--- src/rtl/fifo_burst_reader.sv ---
// fifo_burst_reader: consumer end of a show-ahead FIFO. It pops words and
// re-emits them on a valid/ready stream, framed into bursts of BURST_LEN beats
// with first/last markers. A partial burst is closed with last=1 after TIMEOUT
// idle cycles.
//
// Ports:
//   clk, reset          single clock, synchronous active-high reset
//   fifo_data_out       FIFO head word (valid when fifo_data_out_vld=1)
//   fifo_data_out_vld   FIFO non-empty
//   fifo_data_pop       pop strobe, head word consumed this cycle (combinational)
//   out_data/out_valid/out_ready  output stream handshake
//   out_first/out_last  burst framing, qualified by out_valid
//   stat_bursts/stat_flushes  16-bit event counters (FIFO_BURST_RD_STATS_EN only)
//
// Optional feature macro: FIFO_BURST_RD_STATS_EN
module fifo_burst_reader #(
  parameter int unsigned DATA_WIDTH = 8,
  parameter int unsigned BURST_LEN  = 4,
  parameter int unsigned TIMEOUT    = 16
) (
  input  logic                  clk,
  input  logic                  reset,
  input  logic [DATA_WIDTH-1:0] fifo_data_out,
  input  logic                  fifo_data_out_vld,
  output logic                  fifo_data_pop,
  output logic [DATA_WIDTH-1:0] out_data,
  output logic                  out_valid,
  input  logic                  out_ready,
  output logic                  out_first,
  output logic                  out_last
`ifdef FIFO_BURST_RD_STATS_EN
  ,
  output logic [15:0]           stat_bursts,
  output logic [15:0]           stat_flushes
`endif
);

  localparam int unsigned BEAT_W  = (BURST_LEN > 1) ? $clog2(BURST_LEN) : 1;
  localparam int unsigned TIMER_W = $clog2(TIMEOUT + 1);
  localparam logic [BEAT_W-1:0]  LAST_BEAT = BEAT_W'(BURST_LEN - 1);
  localparam logic [TIMER_W-1:0] TIMER_MAX = TIMER_W'(TIMEOUT);

  typedef enum logic [0:0] {
    ST_IDLE = 1'b0,
    ST_HOLD = 1'b1
  } state_e;

  state_e                state_q, state_d;
  logic [DATA_WIDTH-1:0] hold_data_q, hold_data_d;
  logic [BEAT_W-1:0]     hold_beat_q, hold_beat_d;
  logic [BEAT_W-1:0]     next_beat_q, next_beat_d;
  logic [TIMER_W-1:0]    timer_q, timer_d;
  logic [DATA_WIDTH-1:0] out_data_q, out_data_d;
  logic                  out_valid_q, out_valid_d;
  logic                  out_first_q, out_first_d;
  logic                  out_last_q, out_last_d;

  logic hold_vld;
  logic out_load_ok;
  logic burst_end;
  logic timeout_hit;
  logic move;
  logic flush;
  logic pop;

`ifdef FIFO_BURST_RD_STATS_EN
  logic [15:0] stat_bursts_q, stat_bursts_d;
  logic [15:0] stat_flushes_q, stat_flushes_d;
`endif

  // State and datapath registers
  always_ff @(posedge clk) begin
    if (reset) begin
      state_q     <= ST_IDLE;
      hold_data_q <= '0;
      hold_beat_q <= '0;
      next_beat_q <= '0;
      timer_q     <= '0;
      out_data_q  <= '0;
      out_valid_q <= 1'b0;
      out_first_q <= 1'b0;
      out_last_q  <= 1'b0;
    end else begin
      state_q     <= state_d;
      hold_data_q <= hold_data_d;
      hold_beat_q <= hold_beat_d;
      next_beat_q <= next_beat_d;
      timer_q     <= timer_d;
      out_data_q  <= out_data_d;
      out_valid_q <= out_valid_d;
      out_first_q <= out_first_d;
      out_last_q  <= out_last_d;
    end
  end

  // Next-state, pop and output-stage logic
  always_comb begin
    state_d     = state_q;
    hold_data_d = hold_data_q;
    hold_beat_d = hold_beat_q;
    next_beat_d = next_beat_q;
    timer_d     = timer_q;
    out_data_d  = out_data_q;
    out_valid_d = out_valid_q;
    out_first_d = out_first_q;
    out_last_d  = out_last_q;

    hold_vld    = (state_q == ST_HOLD);
    out_load_ok = !out_valid_q || out_ready;
    burst_end   = (hold_beat_q == LAST_BEAT);
    timeout_hit = (timer_q == TIMER_MAX);
    move        = hold_vld && out_load_ok && (burst_end || fifo_data_out_vld || timeout_hit);
    flush       = move && timeout_hit;
    // A saturated timer commits the flush: no pop until the held word has moved.
    pop         = fifo_data_out_vld && !reset && (!hold_vld || (move && !timeout_hit));

    if (pop) begin
      hold_data_d = fifo_data_out;
      hold_beat_d = next_beat_q;
      next_beat_d = (next_beat_q == LAST_BEAT) ? '0 : next_beat_q + BEAT_W'(1);
    end else if (flush) begin
      next_beat_d = '0;
    end

    if (pop || !hold_vld) begin
      timer_d = '0;
    end else if (!fifo_data_out_vld && !timeout_hit) begin
      timer_d = timer_q + TIMER_W'(1);
    end

    if (out_load_ok) begin
      if (move) begin
        out_data_d  = hold_data_q;
        out_valid_d = 1'b1;
        out_first_d = (hold_beat_q == '0);
        out_last_d  = burst_end || timeout_hit;
      end else begin
        out_valid_d = 1'b0;
      end
    end

    case (state_q)
      ST_IDLE: if (pop) state_d = ST_HOLD;
      ST_HOLD: if (move && !pop) state_d = ST_IDLE;
      default: state_d = ST_IDLE;
    endcase
  end

  assign fifo_data_pop = pop;
  assign out_data      = out_data_q;
  assign out_valid     = out_valid_q;
  assign out_first     = out_first_q;
  assign out_last      = out_last_q;

`ifdef FIFO_BURST_RD_STATS_EN
  // Burst and flush event counters, wrapping at 16 bits
  always_ff @(posedge clk) begin
    if (reset) begin
      stat_bursts_q  <= '0;
      stat_flushes_q <= '0;
    end else begin
      stat_bursts_q  <= stat_bursts_d;
      stat_flushes_q <= stat_flushes_d;
    end
  end

  always_comb begin
    stat_bursts_d  = stat_bursts_q;
    stat_flushes_d = stat_flushes_q;
    if (out_valid_q && out_ready && out_last_q) stat_bursts_d = stat_bursts_q + 16'd1;
    if (flush) stat_flushes_d = stat_flushes_q + 16'd1;
  end

  assign stat_bursts  = stat_bursts_q;
  assign stat_flushes = stat_flushes_q;
`endif

endmodule

--- config.mk ---
export PLATFORM = sky130hd
export DESIGN_NAME = fifo_burst_reader
export DESIGN_NICKNAME = d
export VERILOG_FILES = /design/src/rtl/fifo_burst_reader.sv
export SDC_FILE = /design/constraint.sdc
export NUM_CORES = 1
export LEC_CHECK = 0
export CAP_MARGIN = 15
export CELL_PAD_IN_SITES_DETAIL_PLACEMENT = 1
export CELL_PAD_IN_SITES_GLOBAL_PLACEMENT = 1
export CORE_ASPECT_RATIO = 1.75
export CORE_MARGIN = 10
export CORE_UTILIZATION = 40
export DETAILED_ROUTE_END_ITERATION = 8
export HOLD_SLACK_MARGIN = 0.03
export PLACE_DENSITY = 0.79
export SYNTH_ARGS = -nofsm -noshare
export SYNTH_HDL_FRONTEND = slang
export SYNTH_SLANG_ARGS = --single-unit
--- constraint.sdc ---
create_clock -name clk -period 3.8 [get_ports clk]
set_input_delay 0.57 -clock clk [delete_from_list [all_inputs] [get_ports clk]]
set_output_delay 0.57 -clock clk [all_outputs]
set_load 0.05 [all_outputs]
After elaboration in Yosys (flattened, before gate mapping)
Index checks and enable logic that the tools add are counted.
- register bits after elaboration: 29
- bits of input ports: 12
- output and inout bits: 12
- word-level logic and storage cells: 46
- add/sub/neg operators: 2
- eq/ne operators: 3
- muxes and demuxes: 7
- bitwise logic cells: 1
- reductions and logical operators: 24
- operator list (operator ; count):
    logical AND 1 bit ; 8
    logical NOT 1 bit ; 6
    logical OR 1 bit ; 6
    two-way mux 2 bit ; 3
    adder 5 x 1 -> 5 bit (second input constant) ; 1
    == test 5 bit (second input constant) ; 1
    == test 2 bit (second input constant) ; 2
    two-way mux 1 bit ; 3
    adder 2 x 1 -> 2 bit (second input constant) ; 1
    logical NOT 2 bit ; 1
    one-hot mux 1 bit (2 select lines) ; 1
    AND reduction 2 bit ; 1
    nonzero test 2 bit ; 1
    OR reduction 2 bit ; 1
    inverter 1 bit ; 1

Depth between registers and ports, before layout
- depth in word-level cells: 11
- depth in mapped cells: 7
- mapped depth without buffers: 6

Worst setup path before layout
No wires, ideal clock.
- path type: input -> output
- start: in out_ready
- end: out fifo_data_pop
- arrival: 1660 ps
- data required time: 3230 ps
- slack: 1570 ps
- stages on the path: 4
- path buffers: 1
- cells stage by stage: nand2b_1 -> buf_2 -> a31oi_1 -> nor2_1
- word-level cells in the longest chain between the ends: 6
- RTL lines (what ; RTL line ; source):
    from (decl) ; 28 ; input logic out_ready,
    logical OR 1 bit ; 109 ; out_load_ok = !out_valid_q || out_ready;
    logical AND 1 bit (2 in series) ; 112 ; move = hold_vld && out_load_ok && (burst_end || fifo_data_out_vld || timeout_hit);
    logical AND 1 bit ; 115 ; pop = fifo_data_out_vld && !reset && (!hold_vld || (move && !timeout_hit));
    logical OR 1 bit ; 115 ;
    logical AND 1 bit ; 115 ;
    to (decl) ; 25 ; output logic fifo_data_pop,
No other way between the ends.

Worst setup path after layout
- start: in fifo_data_out_vld
- end: out fifo_data_pop
- word-level cells in the longest chain between the ends: 6
- elaborated cells on any way between the ends: 7
- classes of those cells: reduce/logical (7)
- RTL lines (what ; RTL line ; source):
    from (decl) ; 24 ; input logic fifo_data_out_vld,
    logical OR 1 bit (2 in series) ; 112 ;
    logical AND 1 bit ; 112 ;
    logical AND 1 bit ; 115 ;
    logical OR 1 bit ; 115 ;
    logical AND 1 bit * ; 115 ;
Every way passes the cells marked *; elsewhere a longest branch is shown, timed or not.

==> reports/results.tsv <==
stage	metric	value	unit
worst_setup_path	worst-path-buf-inv	3	
pwr	p_leak	0.664	nW
sta	rsz0062_at_grt	false	
global_routing	antenna_found_initial	0	
synth	yosys.area.top_type	dfxtp_1	
clock_tree	cts_setup_buffers	0	
worst_hold_path	worstHoldPathType	flip-flop to flip-flop	
detailed_routing	routed_wl	3020	µm
detailed_routing	ant_nets	0	
synth	yosysMostFrequentCell	dfxtp_1	
worst_setup_path	worstPathMaxFanout	15	
detailed_routing	first_iter_violations	12	
pwr	power	0.000772	W
sta	setup_violations	0	
detailed_routing	vias	1032	
synth	synthTopCellsByArea	dfxtp_1 (46%), mux2i_1 (14%), nor2_1 (7.5%)	
worst_setup_path	arrival	2330	ps
flow_run	maxCapViolCount	0	
sta	slew_viol_final	0	
detailed_routing	drc	0	
worst_setup_path	slowest_delay	830	ps
worst_setup_path	end_kind	output pin	
sta	timing.fmax	0.345	GHz
synth	netlist_area	0.00125	mm²
synth	synth-seq-cells	29	
global_routing	grt_max_degree	17	
clock_tree	cts_hold_buf	0	
die	fp.dieW	62.3	µm
worst_setup_path	cp.required	3230	ps
worst_setup_path	worst_path_max_delay_cell	clkdlybuf4s50_1	
place	dp_hpwl	2280	µm
die	coreArea	0.00296	mm²
die	initial_core_util	42.2	%
clock_tree	insertion_delay	290	ps
layout	area_growth	30.2	%
worst_setup_path	critPathLaunchType	primary input	
synth	synthCells	130	
layout	drive_gt1_share	8.33	%
clock_tree	cts_resized	0	
clock_tree	root_buffer	clkbuf_8	
synth	avgSynthCellArea	9.61	µm²
synth	synthTopCellsByCount	dfxtp_1 (29), nor2_1 (25), mux2i_1 (18), a21oi_1 (6), nand3_1 (5)	
place	gp_congestion	0.702	
global_routing	grt_pass1_wl	5380	µm
synth	ys_types	30	
synth	synth_nets	145	
layout	nets	170	
clock_tree	cts_max_level	2	
die	num_rows	26	
die	io_pins	24	
outcome	status	completed	
clock_tree	cts_inserted_buffers	5	
global_routing	grt-ovfl-total	0	
sta	final.setup.tns	0	ps
detailed_routing	via_per_inst	5.21	
clock_tree	clk_pin_slew_worst_paths	60	ps
worst_setup_path	crit_family	buffers and inverters	
sta	skew	6.61	ps
synth	yosysWarnings	0	
layout	fillers	336	
sta	relSlewSlack	56.2	%
detailed_routing	dr.pass1.iters	4	
global_routing	grt_use_total	11.4	%
clock_tree	cts_buffer_depth	2	
pwr	ir_worst_vdd	0.000252	V
synth	synth.top_cell.area_share	46.4	%
place	io_buffers	23	
synth	seq_area_frac_synth	46.4	%
synth	synth-async-reset-ratio	0	%
layout	n_antenna_cell	0	
sta	period_minus_slack	2900	ps
worst_setup_path	cpMostUsedCell	buf_4	
clock_tree	clock_sinks	29	
sta	holdWs	498	ps
place	dp_cells	190	
layout	fin_cells	198	
sta	hold_viol	0	
synth	synth-edff-count	0	
detailed_routing	avgRoutedWirePerCell	15.2	µm
worst_setup_path	cp_cell_sequence	clkdlybuf4s50_1 -> nor2b_1 -> a31oi_1 -> buf_4 -> nor2_1 -> buf_4	
global_routing	grt_pass1_vias	1120	
sta	fin_crit_sh	76.2	%
worst_setup_path	crit_type	primary input to output pin	
sta	tightestPinTransition	655	ps
layout	final_util	55.0	%
pwr	powerDensity	474	mW/mm²
synth	ys.flop_type	dfxtp_1	
die	die_area	0.00585	mm²
die	die_h	94.0	µm
clock_tree	cts_tree	done	
==> logic make-up after synthesis <==
| family | Yosys count | share of synthesized area [%] |
|---|---|---|
| AO/OA/AOI/OAI | 18 | 11.1 |
| multiplexers | 18 | 14.4 |
| XOR/XNOR | 2 | 1.40 |
| adder cells (fa/ha/maj) | 3 | 3.00 |
| flip-flops | 29 | 46.4 |
| buffers and inverters | 11 | 4.20 |
| AND/OR/NAND/NOR | 49 | 19.4 |
==> cell type report <==
type | instances | area (µm²) | share of cell area (%)
inverter | 3 | 11.3 | 0.692
sequential | 29 | 581 | 35.7
tap | 42 | 52.6 | 3.23
timing repair buffer | 26 | 250 | 15.4
clock buffer | 7 | 86.3 | 5.30
clock inverter | 1 | 30.0 | 1.84
multi-input combinational | 90 | 617 | 37.9
==> stage by stage <==
| step | cell area (µm²) | setup WS (ps) |
|---|---|---|
| global placement | 1510 | 985 |
| detailed placement | 1510 | 913 |
| floorplan | 1250 | 1570 |
| global route | 1630 | 794 |
| finish | 1630 | 903 |
| CTS | 1630 | 893 |
==> worst register-to-register path, stage by stage, from the launching register on <==
cell and delay (ps):
dfxtp_1 420, inv_1 70, ha_1 220, nor4bb_1 150
buf_4 180, o311ai_4 610, mux2i_1 260, nor2_1 60
==> worst paths after layout <==
kind / from / cells after the start / slack [ps] / to
worst max-delay path: fifo_data_out_vld / 6 / 900 / fifo_data_pop
worst min-delay path: out_data[4] / 2 / 500 / out_data[4]
worst max register to register: timer_q[0] / 7 / 1700 / out_data[3]
worst min register to register: out_data[4] / 2 / 500 / out_data[4]
==> sequential cells by signal, summed over array words and instances, names as in the netlist, 2 cells and up <==
signal       count
hold_data_q      8
out_data         8
timer_q          5
hold_beat_q      2
next_beat_q      2
==> power by group <==
| part | leakage, nW | internal [W] | switching (W) |
|---|---|---|---|
| Clock | 0.0585 | 0.000213 | 0.000118 |
| Sequential | 0.237 | 0.000323 | 0.0000160 |
| Combinational | 0.368 | 0.0000470 | 0.0000539 |
| Total | 0.664 | 0.000584 | 0.000188 |
==> cells in the final DEF, fill, tap and decap left out <==
cell             synthesis  layout
dfxtp_1                 29      29
nor2_1                  25      25
clkdlybuf4s50_1          0      22
mux2i_1                 18      18
a21oi_1                  6       6
clkbuf_8                 0       6
nand3_1                  5       5
nor3_1                   4       4
buf_4                    0       4
nand2b_1                 3       3
nor2b_1                  3       3
inv_1                    3       3
ha_1                     3       3
a22o_1                   2       2
xor2_1                   2       2
nand3b_1                 2       2
nand2_1                  2       2
o31ai_1                  2       2
o21ai_0                  2       2
nand4bb_1                1       1
a31oi_1                  1       1
nor4bb_1                 1       1
nor3_2                   1       1
or3_1                    1       1
and2_1                   1       1
o311ai_4                 1       1
a311oi_1                 1       1
o2111ai_1                1       1
a21o_1                   1       1
a2bb2oi_1                1       1
bufinv_16                0       1
clkbuf_1                 4       1
==> per-layer routing <==
metal  track usage, %  wire length (µm)  vias to the layer above
li1                 -                 -                      503
met1             11.2              1160                      497
met2             20.3              1610                       25
met3             4.18               168                        7
met4             6.74                76                        0
met5                0                 0                        -
No activity file was read; power rests on OpenSTA's default activity.
==> RTL change 1: new RTL, config.mk and constraints unchanged <==
The option `FIFO_BURST_RD_STATS_EN` is turned on by a define.
--- a/src/rtl/fifo_burst_reader.sv
+++ b/src/rtl/fifo_burst_reader.sv
@@ -15,2 +15,4 @@
 // Optional feature macro: FIFO_BURST_RD_STATS_EN
+`define FIFO_BURST_RD_STATS_EN
+
 module fifo_burst_reader #(
Behaviour (old outputs only; new: stat_bursts and stat_flushes): unchanged (Yosys induction, for registers that start in step).
==> RTL change 1 against the original RTL <==
- highest routed layer unchanged
- routed wire length increased to 2.5 times the old value
- design area increased by 130%
- via count increased by 140%
- worst setup slack improved by 0.14 ns
- die area increased by 83%
- clock power increased by 140%
- sequential power increased by 95%
- maximum frequency increased by 5.1%
- synthesized cell count increased by 140%
- synthesized area increased by 120%
- largest power group is now the clock network
- critical endpoint unchanged
- largest cell class unchanged
- critical path type is now register to output pin
- count of clock-buffer cells in the layout increased by 4
- sequential cell count increased by 32
- power increased by 100%
==> RTL change 1: results (changes against the original RTL) <==
- Outcome: completed (unchanged)
- Slew Limit Fails: 0 (unchanged)
- PostCTS Resize Cnt: 0 (unchanged)
- Seq/Total Area, Yosys: 0.444 (was 0.464)
- Critical R2R Launch: timer_q[0] (unchanged)
- Share of layout cells above drive strength 1: 0.0899 (was 0.0833)
- Hold Path End: out_first (was out_data[4])
- Pin count of the biggest net entering global routing: 70 (was 17)
- Slew margin rel.: 0.582 (was 0.562)
- Worst min path class: register to register (unchanged)
- Top post-synthesis cells by count: dfxtp_1 (61), o21ai_0 (26), a21oi_1 (25) (was dfxtp_1 (29), nor2_1 (25), mux2i_1 (18))
- Router iterations before antenna repair: 4 (unchanged)
- Setup slack at placement: 1.19 ns (was 0.913 ns)
- Vias in the first global route: 2562 (was 1120)
- R2R Setup Slk: 1.68 ns (was 1.70 ns)
- CTS HTree Levels: 3 (was 2)
- Post-synth EDFFs: 0 (unchanged)
- Adder-Cell Fraction of Synth Area: 0.0227 (was 0.0300)
- Initial DRC count: 98 (was 12)
- Primary FF master, synth: dfxtp_1 (unchanged)
- First-pass GRT wire length: 12400 um (was 5380 um)
- Hold Crit Depth: 2 (unchanged)
- CTS Root Cell: clkbuf_16 (was clkbuf_8)
- Dpl hpwl: 5470 um (was 2280 um)
- Maximum clock path buffer count: 2 (unchanged)
- Filler cells: 804 (was 336)
- Setup Fix Bufs, Post-CTS: 0 (unchanged)
- Reg-to-reg critical path endpoint: stat_flushes[11] (was out_data[3])
- Post-synthesis net count: 326 (was 145)
- Via density: 5.49 (was 5.21)
- Gpl congestion: 0.744 (was 0.702)
- Count of warnings emitted by yosys: 0 (unchanged)
- Total track usage: 0.147 (was 0.114)
- Critical path arrival: 2.19 ns (was 2.33 ns)
- Routed WL: 7630 um (was 3020 um)
- Critical-path maximum fanout: 15 (unchanged)
- FF-to-FF path depth: 6 (was 7)
- Pleak: 1.22 nW (was 0.664 nW)
- Input/output buffers: 55 (was 23)
- Inserted Clock Buffers: 9 (was 5)
- Multiplexer share of the synthesized area: 0.0150 (was 0.144)
- Synth cell types: 43 (was 30)
- Synth top area cells: dfxtp_1 (44%), o21ai_0 (4.7%), a21oi_1 (4.5%) (was dfxtp_1 (46%), mux2i_1 (14%), nor2_1 (7.5%))
- Nets@finish: 379 (was 170)
- Hold path start: out_first (was out_data[4])
- Post-synthesis xor/xnor area fraction: 0.0382 (was 0.0140)
- Worst-case clock skew: 0.00420 ns (was 0.00661 ns)
- Peak VDD IR: 300 uV (was 252 uV)
- Clk Latency, worst-skew pair: 0.33 ns (was 0.29 ns)
- CTS clk-pin slew, worst paths: 0.05 ns
- Synth async-reset ratio: 0 (unchanged)
- Complex-gate fraction of the synthesized area: 0.153 (was 0.111)
==> RTL change 1: changes by cell type in the layout (fill, tap and decap cells not counted), moves of 8 or more <==
cell / delta
nand2_1: +13
clkbuf_16: +9
o31ai_1: +9
nand2b_1: +10
nand3b_1: +9
o21ai_0: +24
a21oi_1: +19
nand4b_1: +11
clkdlybuf4s50_1: +31
dfxtp_1: +32
or4_1: +11
nand4_1: +8
mux2i_1: -15
==> RTL change 1: worst max-delay path, stage by stage (launching register included) <==
cell and delay, ns:
dfxtp_1 0.39, inv_1 0.07, ha_1 0.20, and4bb_2 0.35
o21ai_0 0.20, buf_4 0.21, nand2_1 0.09, nor2_1 0.20
buf_12 0.17
==> RTL change 1: kinds of logic (layout without fill, tap and decap cells) <==
logic type | after synthesis | in the layout
buffers and inverters | 26 | 84
muxes | 4 | 4
and+or+nand+nor | 129 | 129
adders and majority gates | 5 | 5
xor gates and xnor gates | 12 | 12
DFF | 61 | 61
AOI/OAI and AO/OA | 72 | 72
==> RTL change 1: routing by layer <==
metal,vias up,share of wire,global-route usage,wire length [um]
met1,1200,0.39,0.152,3010
met5,-,0,0,0
li1,1229,-,-,-
met3,7,0.049,0.0434,375
met4,0,0.015,0.0653,116
met2,41,0.54,0.261,4130
==> RTL change 1: stage by stage <==
| stage | power [mW] | instances | hold WS [ns] | util | cell area [um2] |
|---|---|---|---|---|---|
| after detailed placement | 0.757 | 435 | 0.452 | 0.496 | 3380 |
| after global routing | 1.60 | 451 | 0.478 | 0.539 | 3670 |
| after global placement | 0.755 | 435 | 0.444 | 0.496 | 3380 |
| after CTS | 1.57 | 451 | 0.459 | 0.539 | 3670 |
| after floorplan | 0.723 | 309 | 0.452 | - | 2750 |
| final | 1.55 | 451 | 0.454 | 0.539 | 3670 |
==> RTL change 1: power by group <==
part	total (mW)	switching [mW]	internal [mW]
sequential	0.662	0.00916	0.652
combinational	0.0814	0.0465	0.0348
clock	0.804	0.284	0.520
==> RTL change 1: area by class of cell <==
type | instances | area (um2) | share of cell area
clock buffers | 11 | 243 | 0.0662
multi-input cells | 222 | 1430 | 0.390
inverters | 9 | 33.8 | 0.00921
clock inverters | 5 | 50.0 | 0.0136
repair buffers | 59 | 586 | 0.160
flip-flops and latches | 61 | 1220 | 0.333
well taps | 84 | 105 | 0.0286
==> RTL change 1: worst max path at each step <==
stage               start               end  slack [ns]
2_1_floorplan  timer_q[0]     fifo_data_pop        1.33
3_3_place_gp    out_ready  stat_flushes[11]        1.23
3_5_place_dp    out_ready  stat_flushes[11]        1.19
4_1_cts        timer_q[0]     fifo_data_pop        1.03
5_1_grt        timer_q[0]     fifo_data_pop        0.88
6_report       timer_q[0]     fifo_data_pop        1.04
==> RTL change 2: new RTL, same settings <==
Without the edit above. Take the reset off `hold_data_q` and `out_data_q` and load them in a clocked block of their own.
--- a/src/rtl/fifo_burst_reader.sv
+++ b/src/rtl/fifo_burst_reader.sv
@@ -74,3 +74,2 @@
       state_q     <= ST_IDLE;
-      hold_data_q <= '0;
       hold_beat_q <= '0;
@@ -78,3 +77,2 @@
       timer_q     <= '0;
-      out_data_q  <= '0;
       out_valid_q <= 1'b0;
@@ -84,3 +82,2 @@
       state_q     <= state_d;
-      hold_data_q <= hold_data_d;
       hold_beat_q <= hold_beat_d;
@@ -88,3 +85,2 @@
       timer_q     <= timer_d;
-      out_data_q  <= out_data_d;
       out_valid_q <= out_valid_d;
@@ -93,2 +89,7 @@
     end
+  end
+
+  always_ff @(posedge clk) begin
+    hold_data_q <= hold_data_d;
+    out_data_q  <= out_data_d;
   end
Function: differs if reset is asserted again (counterexample within 4 cycles, from zero or initial values and one cycle with reset high); with reset held inactive, the same outputs for 10 cycles.
==> RTL change 2 against the original RTL <==
- worst setup slack improved by 0.17 ns
- sequential share of layout area increased by 10 points
- design area decreased by 0.85%
- hold slack got worse by 0.079 ns
- global-route usage decreased by 0.20 points
- routed wire length decreased by 0.80%
- sequential cell count unchanged
- clock power decreased by 7.2%
- synthesized area decreased by 0.60%
- highest routed layer unchanged
- power decreased by 2.9%
==> RTL change 2: results (changes against the original RTL) <==
- M1 GR Usage: 0.104 (was 0.112)
- FF-to-FF path depth: 5 (was 7)
- Router iterations before antenna repair: 4 (unchanged)
- Hold Path End: out_data[3] (was out_data[4])
- Post-synth EDFFs: 16 (was 0)
- Critical path arrival: 2.16 ns (was 2.33 ns)
- Nets@finish: 141 (was 170)
- Filler cells: 301 (was 336)
- Vias in the first global route: 959 (was 1120)
- Clk Latency, worst-skew pair: 0.27 ns (was 0.29 ns)
- Worst-case clock skew: 0.00395 ns (was 0.00661 ns)
- Actual slew at the worst max-slew pin: 0.757 ns (was 0.655 ns)
- Total track usage: 0.112 (was 0.114)
- Pleak: 0.553 nW (was 0.664 nW)
- Setup slack at placement: 1.10 ns (was 0.913 ns)
- Peak VDD IR: 336 uV (was 252 uV)
- M2 GR Usage: 0.216 (was 0.203)
- Initial DRC count: 24 (was 12)
- Critical R2R Launch: timer_q[0] (unchanged)
- Pin count of the biggest net entering global routing: 14 (was 17)
- Hold path start: hold_data_q[3] (was out_data[4])
- Dpl hpwl: 2260 um (was 2280 um)
- R2R Setup Slk: 2.03 ns (was 1.70 ns)
- Via density: 5.11 (was 5.21)
- Routed Antenna Nets: 0 (unchanged)
- Synth cell types: 34 (was 30)
- Post-Place Cell Area: 1500 um2 (was 1510 um2)
- CP peak stage delay: 0.76 ns (was 0.83 ns)
- Worst min path class: register to register (unchanged)
- Met3 Use GR: 0.0287 (was 0.0418)
- Share of layout cells above drive strength 1: 0.110 (was 0.0833)
- Outcome: completed (unchanged)
- Critical-path maximum fanout: 13 (was 15)
- Hold Crit Depth: 0 (was 2)
- CTS HTree Levels: 2 (unchanged)
- Gpl congestion: 0.727 (was 0.702)
- First-pass GRT wire length: 5020 um (was 5380 um)
- Count of warnings emitted by yosys: 0 (unchanged)
- Seq/Total Area, Yosys: 0.596 (was 0.464)
- Synth top area cells: edfxtp_1 (39%), dfxtp_1 (21%), ha_1 (3.0%) (was dfxtp_1 (46%), mux2i_1 (14%), nor2_1 (7.5%))
- Post-synthesis net count: 114 (was 145)
- Routed WL: 2990 um (was 3020 um)
- Top post-synthesis cells by count: edfxtp_1 (16), dfxtp_1 (13), nor2_1 (7) (was dfxtp_1 (29), nor2_1 (25), mux2i_1 (18))
- Reg-to-reg critical path endpoint: out_data[7] (was out_data[3])
-- RTL change 2: cell types whose count changed after synthesis, moves of 3 or more --
| cell | delta |
|---|---|
| edfxtp_1 | +16 |
| nor3_1 | -3 |
| dfxtp_1 | -16 |
| nand4b_1 | +3 |
| mux2i_1 | -16 |
| clkbuf_1 | -4 |
| nand3_1 | -3 |
| nor2_1 | -18 |
| nor2b_1 | +3 |
-- RTL change 2: report_power, final --
group,switching [mW],leakage [nW],internal [mW]
clock network,0.115,0.0518,0.193
registers,0.00981,0.256,0.348
logic,0.0495,0.245,0.0340
total,0.174,0.553,0.575
-- RTL change 2: routing by layer --
| layer | vias up | routed length [um] |
|---|---|---|
| li1 | 420 | - |
| met1 | 417 | 1100 |
| met2 | 21 | 1730 |
| met3 | 5 | 90 |
| met4 | 0 | 74 |
| met5 | - | 0 |
-- RTL change 2: cell type report --
cell class | instances | area (um2) | share of cell area
Clock inverter | 3 | 41.3 | 0.0256
Multi-Input combinational cell | 59 | 445 | 0.276
Tap cell | 42 | 52.6 | 0.0326
Clock buffer | 5 | 68.8 | 0.0426
Timing Repair Buffer | 25 | 243 | 0.150
Sequential cell | 29 | 741 | 0.459
Inverter | 6 | 22.5 | 0.0140
-- RTL change 2: stage by stage --
stage / hold WS, ns / power (mW) / util / cells
2_1_floorplan: 0.400 / 0.413 / - / 99
3_3_place_gp: 0.402 / 0.445 / 0.508 / 161
3_5_place_dp: 0.406 / 0.448 / 0.508 / 161
4_1_cts: 0.419 / 0.757 / 0.545 / 169
5_1_grt: 0.417 / 0.782 / 0.545 / 169
6_report: 0.419 / 0.750 / 0.545 / 169
-- RTL change 2: logic make-up after synthesis --
family | after synthesis | share of synthesized area
DFF | 29 | 0.596
AOI/OAI and AO/OA | 25 | 0.140
and+or+nand+nor | 25 | 0.140
buffers and inverters | 11 | 0.0453
muxes | 4 | 0.0342
adders and majority gates | 3 | 0.0302
xor gates and xnor gates | 2 | 0.0141
-- RTL change 2: worst max path at each step --
| stage | startpoint | endpoint | slack [ns] | depth (start not counted) |
|---|---|---|---|---|
| after global routing | fifo_data_out_vld | fifo_data_pop | 0.97 | 6 |
| final | fifo_data_out_vld | fifo_data_pop | 1.07 | 6 |
| after global placement | fifo_data_out_vld | fifo_data_pop | 1.17 | 6 |
| after floorplan | out_ready | fifo_data_pop | 1.38 | 3 |
| after CTS | fifo_data_out_vld | fifo_data_pop | 1.08 | 6 |
| after detailed placement | fifo_data_out_vld | fifo_data_pop | 1.10 | 6 |
-- RTL change 2: worst max-delay path, delay by kind of cell --
kind | cells | cell delay, ns
buffers and inverters | 3 | 1.16
AOI/OAI and AO/OA | 1 | 0.08
and+or+nand+nor | 2 | 0.36
